### src/rtl/instruction_memory_sync.sv
// Writable instruction memory with a load port and a 1-cycle valid/ready fetch port.
// Misaligned or out-of-range addresses are flagged; loads to them are dropped.
module instruction_memory_sync #(
   parameter int ADDR_W = 32,
   parameter int DATA_W = 32,
   parameter int DEPTH  = 64,
   parameter int IDX_W  = $clog2(DEPTH)
) (
   input  logic              clk,
   input  logic              reset,
   input  logic              ld_en,
   input  logic [ADDR_W-1:0] ld_addr,
   input  logic [DATA_W-1:0] ld_data,
   output logic              ld_err,
   input  logic              req_valid,
   input  logic [ADDR_W-1:0] req_addr,
   output logic              req_ready,
   output logic              resp_valid,
   output logic [DATA_W-1:0] resp_data,
   output logic [1:0]        resp_err,
   input  logic              resp_ready,
   output logic [31:0]       fetch_cnt
);

   typedef enum logic {
      S_EMPTY = 1'b0,
      S_FULL  = 1'b1
   } resp_state_t;

   resp_state_t       r_state;
   resp_state_t       w_state_nxt;

   logic [DATA_W-1:0] r_mem [DEPTH];
   logic [DATA_W-1:0] r_resp_data;
   logic [1:0]        r_resp_err;
   logic              r_ld_err;
   logic [31:0]       r_fetch_cnt;

   logic [IDX_W-1:0]  w_ld_idx;
   logic              w_ld_mis;
   logic              w_ld_oor;
   logic [IDX_W-1:0]  w_rd_idx;
   logic              w_rd_mis;
   logic              w_rd_oor;
   logic              w_req_ready;
   logic              w_accept;

   // Same decode rule for both ports: word index, alignment, upper-bit range check.
   assign w_ld_idx = ld_addr[IDX_W+1:2];
   assign w_ld_mis = |ld_addr[1:0];
   assign w_ld_oor = |ld_addr[ADDR_W-1:IDX_W+2];
   assign w_rd_idx = req_addr[IDX_W+1:2];
   assign w_rd_mis = |req_addr[1:0];
   assign w_rd_oor = |req_addr[ADDR_W-1:IDX_W+2];

   // Loads win the port, so a fetch never sees a same-cycle write.
   assign w_req_ready = !reset && !ld_en && ((r_state == S_EMPTY) || resp_ready);
   assign w_accept    = req_valid && w_req_ready;

   always_ff @(posedge clk) begin
      if (reset) begin
         r_state <= S_EMPTY;
      end else begin
         r_state <= w_state_nxt;
      end
   end

   always_comb begin
      w_state_nxt = r_state;
      case (r_state)
         S_EMPTY: if (w_accept) w_state_nxt = S_FULL;
         S_FULL:  if (resp_ready && !w_accept) w_state_nxt = S_EMPTY;
         default: w_state_nxt = S_EMPTY;
      endcase
   end

   always_ff @(posedge clk) begin
      if (reset) begin
         for (int i = 0; i < DEPTH; i++) begin
            r_mem[i] <= '0;
         end
         r_resp_data <= '0;
         r_resp_err  <= '0;
         r_ld_err    <= 1'b0;
         r_fetch_cnt <= '0;
      end else begin
         if (ld_en && !w_ld_mis && !w_ld_oor) begin
            r_mem[w_ld_idx] <= ld_data;
         end
         r_ld_err <= ld_en && (w_ld_mis || w_ld_oor);
         if (w_accept) begin
            r_resp_data <= (w_rd_mis || w_rd_oor) ? '0 : r_mem[w_rd_idx];
            r_resp_err  <= {w_rd_oor, w_rd_mis};
            r_fetch_cnt <= r_fetch_cnt + 32'd1;
         end
      end
   end

   assign req_ready  = w_req_ready;
   assign resp_valid = (r_state == S_FULL);
   assign resp_data  = r_resp_data;
   assign resp_err   = r_resp_err;
   assign ld_err     = r_ld_err;
   assign fetch_cnt  = r_fetch_cnt;

endmodule

### config.mk
export PLATFORM = sky130hd
export DESIGN_NAME = instruction_memory_sync
export DESIGN_NICKNAME = d
export VERILOG_FILES = /design/src/rtl/instruction_memory_sync.sv
export SDC_FILE = /design/constraint.sdc
export NUM_CORES = 2
export LEC_CHECK = 0
export BUFFER_PORTS_ARGS = -buffer_cell sky130_fd_sc_hd__buf_2
export CORE_ASPECT_RATIO = 1.4
export CORE_MARGIN = 2
export CORE_UTILIZATION = 25
export CTS_BUF_LIST = sky130_fd_sc_hd__clkbuf_16
export DETAILED_ROUTE_END_ITERATION = 10
export GPL_ROUTABILITY_DRIVEN = 0
export PLACE_DENSITY = 0.46
export REMOVE_ABC_BUFFERS = 1
export SYNTH_ARGS = -nofsm -noshare
export SYNTH_HDL_FRONTEND = slang
export SYNTH_SLANG_ARGS = --single-unit
### constraint.sdc
create_clock -name clk -period 2.7 [get_ports clk]
set_clock_uncertainty 0.05 [all_clocks]
set_input_delay 0.54 -clock clk [delete_from_list [all_inputs] [get_ports clk]]
set_output_delay 0.54 -clock clk [all_outputs]
set_load 0.01 [all_outputs]
# Yosys cells after proc, flatten, opt, wreduce, memory -nomap -nowiden
# Memory sizes are Yosys's and may differ from the RTL's.
# Cells that the tools add are included.
dict set report op_classes {
  n_reduce_logical 20
  bitwise_logic 1
  add_sub_neg 1
  muxes 12
}
# operator n
set op_table {}
lappend op_table {{$mux 32} 2}
lappend op_table {{$reduce_or 24->1} 2}
lappend op_table {{$add 32x1->32 const B} 1}
lappend op_table {{$reduce_or 32->1} 1}
lappend op_table {{$mux 1} 8}
lappend op_table {{$logic_and 1x1->1} 7}
lappend op_table {{$mux 6} 1}
lappend op_table {{$logic_not 1->1} 5}
lappend op_table {{$reduce_or 2->1} 2}
lappend op_table {{$logic_or 1x1->1} 3}
lappend op_table {{$pmux 1 s2} 1}
lappend op_table {{$not 1->1} 1}
dict set report word_totals {
  in_bits 101
  reg_bits 68
  mem_count 1
  output_inout_bits 69
  ramBits 2048
  elab_cells 40
}
# name depth width read_ports rd_clocked_by_memory_dff wr line_no
set mem_list {}
lappend mem_list {r_mem 64 32 1 0 64 33} ;# logic [DATA_W-1:0] r_mem [DEPTH];

# Logic depth before layout (Yosys ltp)
dict set report logic_depth {
  word_depth 9
  ltp_mapped 9
  mapped_depth_nobuf 5
}

# Worst setup path after synthesis
# OpenSTA, ideal clock, no wires.
dict set report synth_path {
  kind {input to register}
  startpoint {input port ld_addr[1]}
  endpoint {memory r_mem[12][0], enable pin}
  arrival_time_ns 2.191
  t_required_ns 2.275
  setup_slack_ns 0.084
  n_path_buf 1
  setup_ns 0.375
  cell_stages 6
  path_cell_list {nor4_1 -> and4_1 -> buf_2 -> nand2_2 -> nor3b_1 -> or2_2}
}
# item line_no
set synth_lines {}
lappend synth_lines {{start: declaration} 12} ;# input logic [ADDR_W-1:0] ld_addr,
lappend synth_lines {{end: declaration} 33}

# Final worst setup path
dict set report layout_path {
  startpoint {input port req_addr[0]}
  endpoint {register r_resp_data[22] (netlist: resp_data[22])}
}
dict set report layout_between {
  elab_chain_cells 3
}
# item line_no
set layout_lines {}
lappend layout_lines {{start: declaration} 16} ;# input logic [ADDR_W-1:0] req_addr,
lappend layout_lines {{$reduce_or 2->1} 53} ;# assign w_rd_mis = |req_addr[1:0];
lappend layout_lines {{$logic_or 1x1->1} 92} ;# r_resp_data <= (w_rd_mis || w_rd_oor) ? '0 : r_mem[w_rd_idx];
lappend layout_lines {{$mux 32} 92}
lappend layout_lines {{end signal: assignment} 92}
lappend layout_lines {{end: declaration} 34} ;# logic [DATA_W-1:0] r_resp_data;
# No other way between the ends.
# A chain may end at the register's enable or synchronous reset.

==> impl_metrics.env <==
export IMPL_power_density_nw_per_um2=633
export IMPL_grt_overflow_total=0
export IMPL_tritoncts="done"
export IMPL_timing_critical_path_arrival_ns=3.39
export IMPL_firstDrtPassIters=6
export IMPL_maxClockFrequency_mhz=381
export IMPL_timing_max_cap_violations=0
export IMPL_synth_area_per_cell_sq_um=15.5
export IMPL_met1Wirelength_mm=126
export IMPL_row_count=268
export IMPL_vias_in_the_first_global_route=57400
export IMPL_port_buffer_count=169
export IMPL_reg2reg_from="resp_valid$_SDFF_PP0_"
export IMPL_avgRoutedWirePerCell_um=26.8
export IMPL_clock_pin_slew_on_the_worst_setup_and_hold_paths_ns=0.07
export IMPL_cellInternalPower_mw=55.9
export IMPL_yosysUniqueCellTypes=59
export IMPL_critical_path_required_ns=3.46
export IMPL_p_switching_mw=17.0
export IMPL_fp_dieArea_sq_um=388000
export IMPL_rsz0062_at_grt="no"
export IMPL_postSynth_asyncResetShare=0
export IMPL_1st_iter_drt_viols=4226
export IMPL_worst_max_slew_pin_slew_ns=1.26
export IMPL_finalPower_mw=72.9
export IMPL_cts_htree_levels=4
export IMPL_layout_drive_gt1_share=0.279
export IMPL_synth_seq_cells=2116
export IMPL_top_layer_used="met5"
export IMPL_final_max_slew_viol_count=0
export IMPL_wl_met3_mm=13.6
export IMPL_grt_pass1_wl_mm=447
export IMPL_clk_path_buf_depth=4
export IMPL_start_util=0.251
export IMPL_ir_drop_mv=0.523
export IMPL_worst_setup_path_type="in -> reg"
export IMPL_pwr_share_clk=0.400
export IMPL_routed_length_on_met2_mm=165
export IMPL_timing_hold_violations_final=0
export IMPL_finalSetupTns_ns=0
export IMPL_nets=6775
export IMPL_place_ws_ns=-1.07
export IMPL_postCtsSetupBuffers=0
export IMPL_clock_tree_root_cell="clkbuf_16"
export IMPL_commonest_non_fill_non_tap_cells_in_the_layout="and2_1 (2051), edfxtp_1 (2048), buf_4 (539)"
export IMPL_pwr_share_comb=0.080
export IMPL_die_h_um=736
export IMPL_antenna_left=0
export IMPL_remaining_drc_errors=0
export IMPL_layout_setup_ws_ns=0.0720
export IMPL_whs_ns=0.118
export IMPL_die_width_um=527
export IMPL_layout_commonest_cell="and2_1"
export IMPL_worstSetupStartpoint="req_addr[0]"
export IMPL_hpwlAfterDp_mm=213
export IMPL_maximum_number_of_pins_on_one_net_before_global_route_repair=70
export IMPL_vias=54100
export IMPL_yosysSeqAreaShare=0.657
export IMPL_number_of_clock_sinks=2116
export IMPL_floorplan_io_pins=170
export IMPL_run_status="complete, no violations"
export IMPL_grtUsageTotal=0.161
export IMPL_flow_area_growth_from_synthesis_pct=20.5
export IMPL_timing_final_setup_violations=0
export IMPL_hold_class="in -> reg"
export IMPL_timing_final_crit_share=0.973
export IMPL_critical_path_peak_fanout=31
export IMPL_p_leak_nw=40.1
export IMPL_synthesis_instances=6178
export IMPL_hold_path_startpoint="req_addr[18]"
export IMPL_routed_wl_mm=317
export IMPL_core_sq_um=381000
export IMPL_sw_frac_of_total=0.233
export IMPL_synth_warning_count=0
export IMPL_synth_edf_count=2048
export IMPL_finalWorstPathRequiredPeriod_ns=2.63
export IMPL_clk_insertion_delay_late_ns=0.89
export IMPL_viasPerCell=4.57
export IMPL_share_seq_of_total_power=0.519
export IMPL_number_of_antenna_violations_at_the_first_check_in_global_routing=29
export IMPL_start_kind="input port"
export IMPL_cts_inserted_buffers=213
export IMPL_ys_flop_type="edfxtp_1"
export IMPL_slew_limit_headroom=0.157
export IMPL_synthesis_area_sq_um=95700
export IMPL_setup_worst_path_end_class="register"
registers in the layout, indices dropped and copies added, names as in the netlist:
name	flops
resp_data	32
fetch_cnt	32
resp_valid	1
resp_err	2
ld_err	1
r_mem	2048
stage by stage:
| step | util | instances | instance area (sq um) |
|---|---|---|---|
| after CTS | 0.302 | 11800 | 115000 |
| after detailed placement | 0.285 | 11500 | 109000 |
| after global placement | 0.285 | 11400 | 108000 |
| after floorplan | - | 5551 | 92900 |
| final | 0.303 | 11900 | 115000 |
| after global routing | 0.302 | 11800 | 115000 |
Yosys cell counts (3+ instances only):
cell       number  area share
a2111oi_0      29      0.0027
a211oi_1        3     0.00024
a21oi_1        13     0.00068
a22oi_1        91      0.0071
a2bb2oi_1      29      0.0027
a32o_1         32      0.0033
and2_1       2051        0.13
and3_1          5     0.00033
and4_1          5     0.00046
buf_1          46      0.0018
buf_2          59      0.0031
buf_4          37      0.0029
buf_6          29      0.0034
clkbuf_1      456       0.018
dfxtp_1        68       0.014
edfxtp_1     2048        0.64
inv_1           8     0.00031
mux2_2         64      0.0075
mux2i_1       104       0.011
mux4_2        481        0.11
nand2_1        51      0.0020
nand2b_1        6     0.00039
nand3_1        48      0.0025
nand3b_1        3     0.00024
nand4_1        16      0.0010
nand4b_1        4     0.00037
nor2_1        120      0.0047
nor2b_1        12     0.00078
nor3_1          8     0.00042
nor3b_1         4     0.00031
nor4_1         20      0.0013
o21ai_0        11     0.00058
o22ai_1        89      0.0058
or2_2          66      0.0043
or3_1          15     0.00098
xnor2_1        16      0.0015
xor2_1          3     0.00027
cell type report:
cell class | count | area, sq um
Fill cell | 37600 | 266000
Sequential cell | 2116 | 62900
Multi-Input combinational cell | 3427 | 30600
Timing Repair Buffer | 907 | 8910
Tap cell | 4995 | 6250
Clock buffer | 216 | 5410
Clock inverter | 162 | 1200
Antenna cell | 19 | 47.5
Inverter | 8 | 30.0
worst max-delay path: stages:
cell and delay (ns):
dlygate4sd3_1 0.53, buf_2 0.12, nor2_1 0.09, nand4_1 0.12
or3_2 0.48, buf_12 0.19, a2111oi_2 0.74, buf_4 0.31
a32o_1 0.16
what timing repair did:
item	4_1_cts	5_1_grt
endpoints found under the hold margin	2	0
hold buffers	3	0
gates resized for setup	8	0
setup endpoints to repair	8	0
cells by family after synthesis:
logic type / after synthesis / share of synthesized area
AND/OR/NAND/NOR: 2452 / 0.156
flip-flops: 2116 / 0.657
multiplexers: 649 / 0.132
buffers and inverters: 635 / 0.0294
AO/OA/AOI/OAI: 306 / 0.0239
XOR/XNOR: 19 / 0.00174
adder cells (fa/ha/maj): 1 / 0.000131
metal layers:
| layer | track usage | vias up |
|---|---|---|
| met2 | 0.293 | 1272 |
| met1 | 0.195 | 28700 |
| met4 | 0.0600 | 10 |
| met3 | 0.0185 | 397 |
| met5 | 0 | - |
| li1 | - | 23800 |
path summary, 6_finish.rpt:
kind,end,slack (ns),cells past startpoint
max reg2reg,resp_data[22]$_SDFFE_PP0P_,0.12,7
min,resp_err[1]$_SDFFE_PP0P_,0.12,5
min reg2reg,resp_data[25]$_SDFFE_PP0P_,0.44,1
max,resp_data[22]$_SDFFE_PP0P_,0.07,9
power groups by stage:
stage / clock, mW / combinational, mW / sequential, mW
CTS: 29.9 / 5.99 / 37.9
floorplan: 0 / 2.31 / 38.4
global placement: 0 / 5.96 / 38.5
detailed placement: 0 / 5.97 / 38.6
finish: 29.2 / 5.86 / 37.9
global route: 30.9 / 6.18 / 38.0
Note: power is estimated with default switching activity, not from simulation.
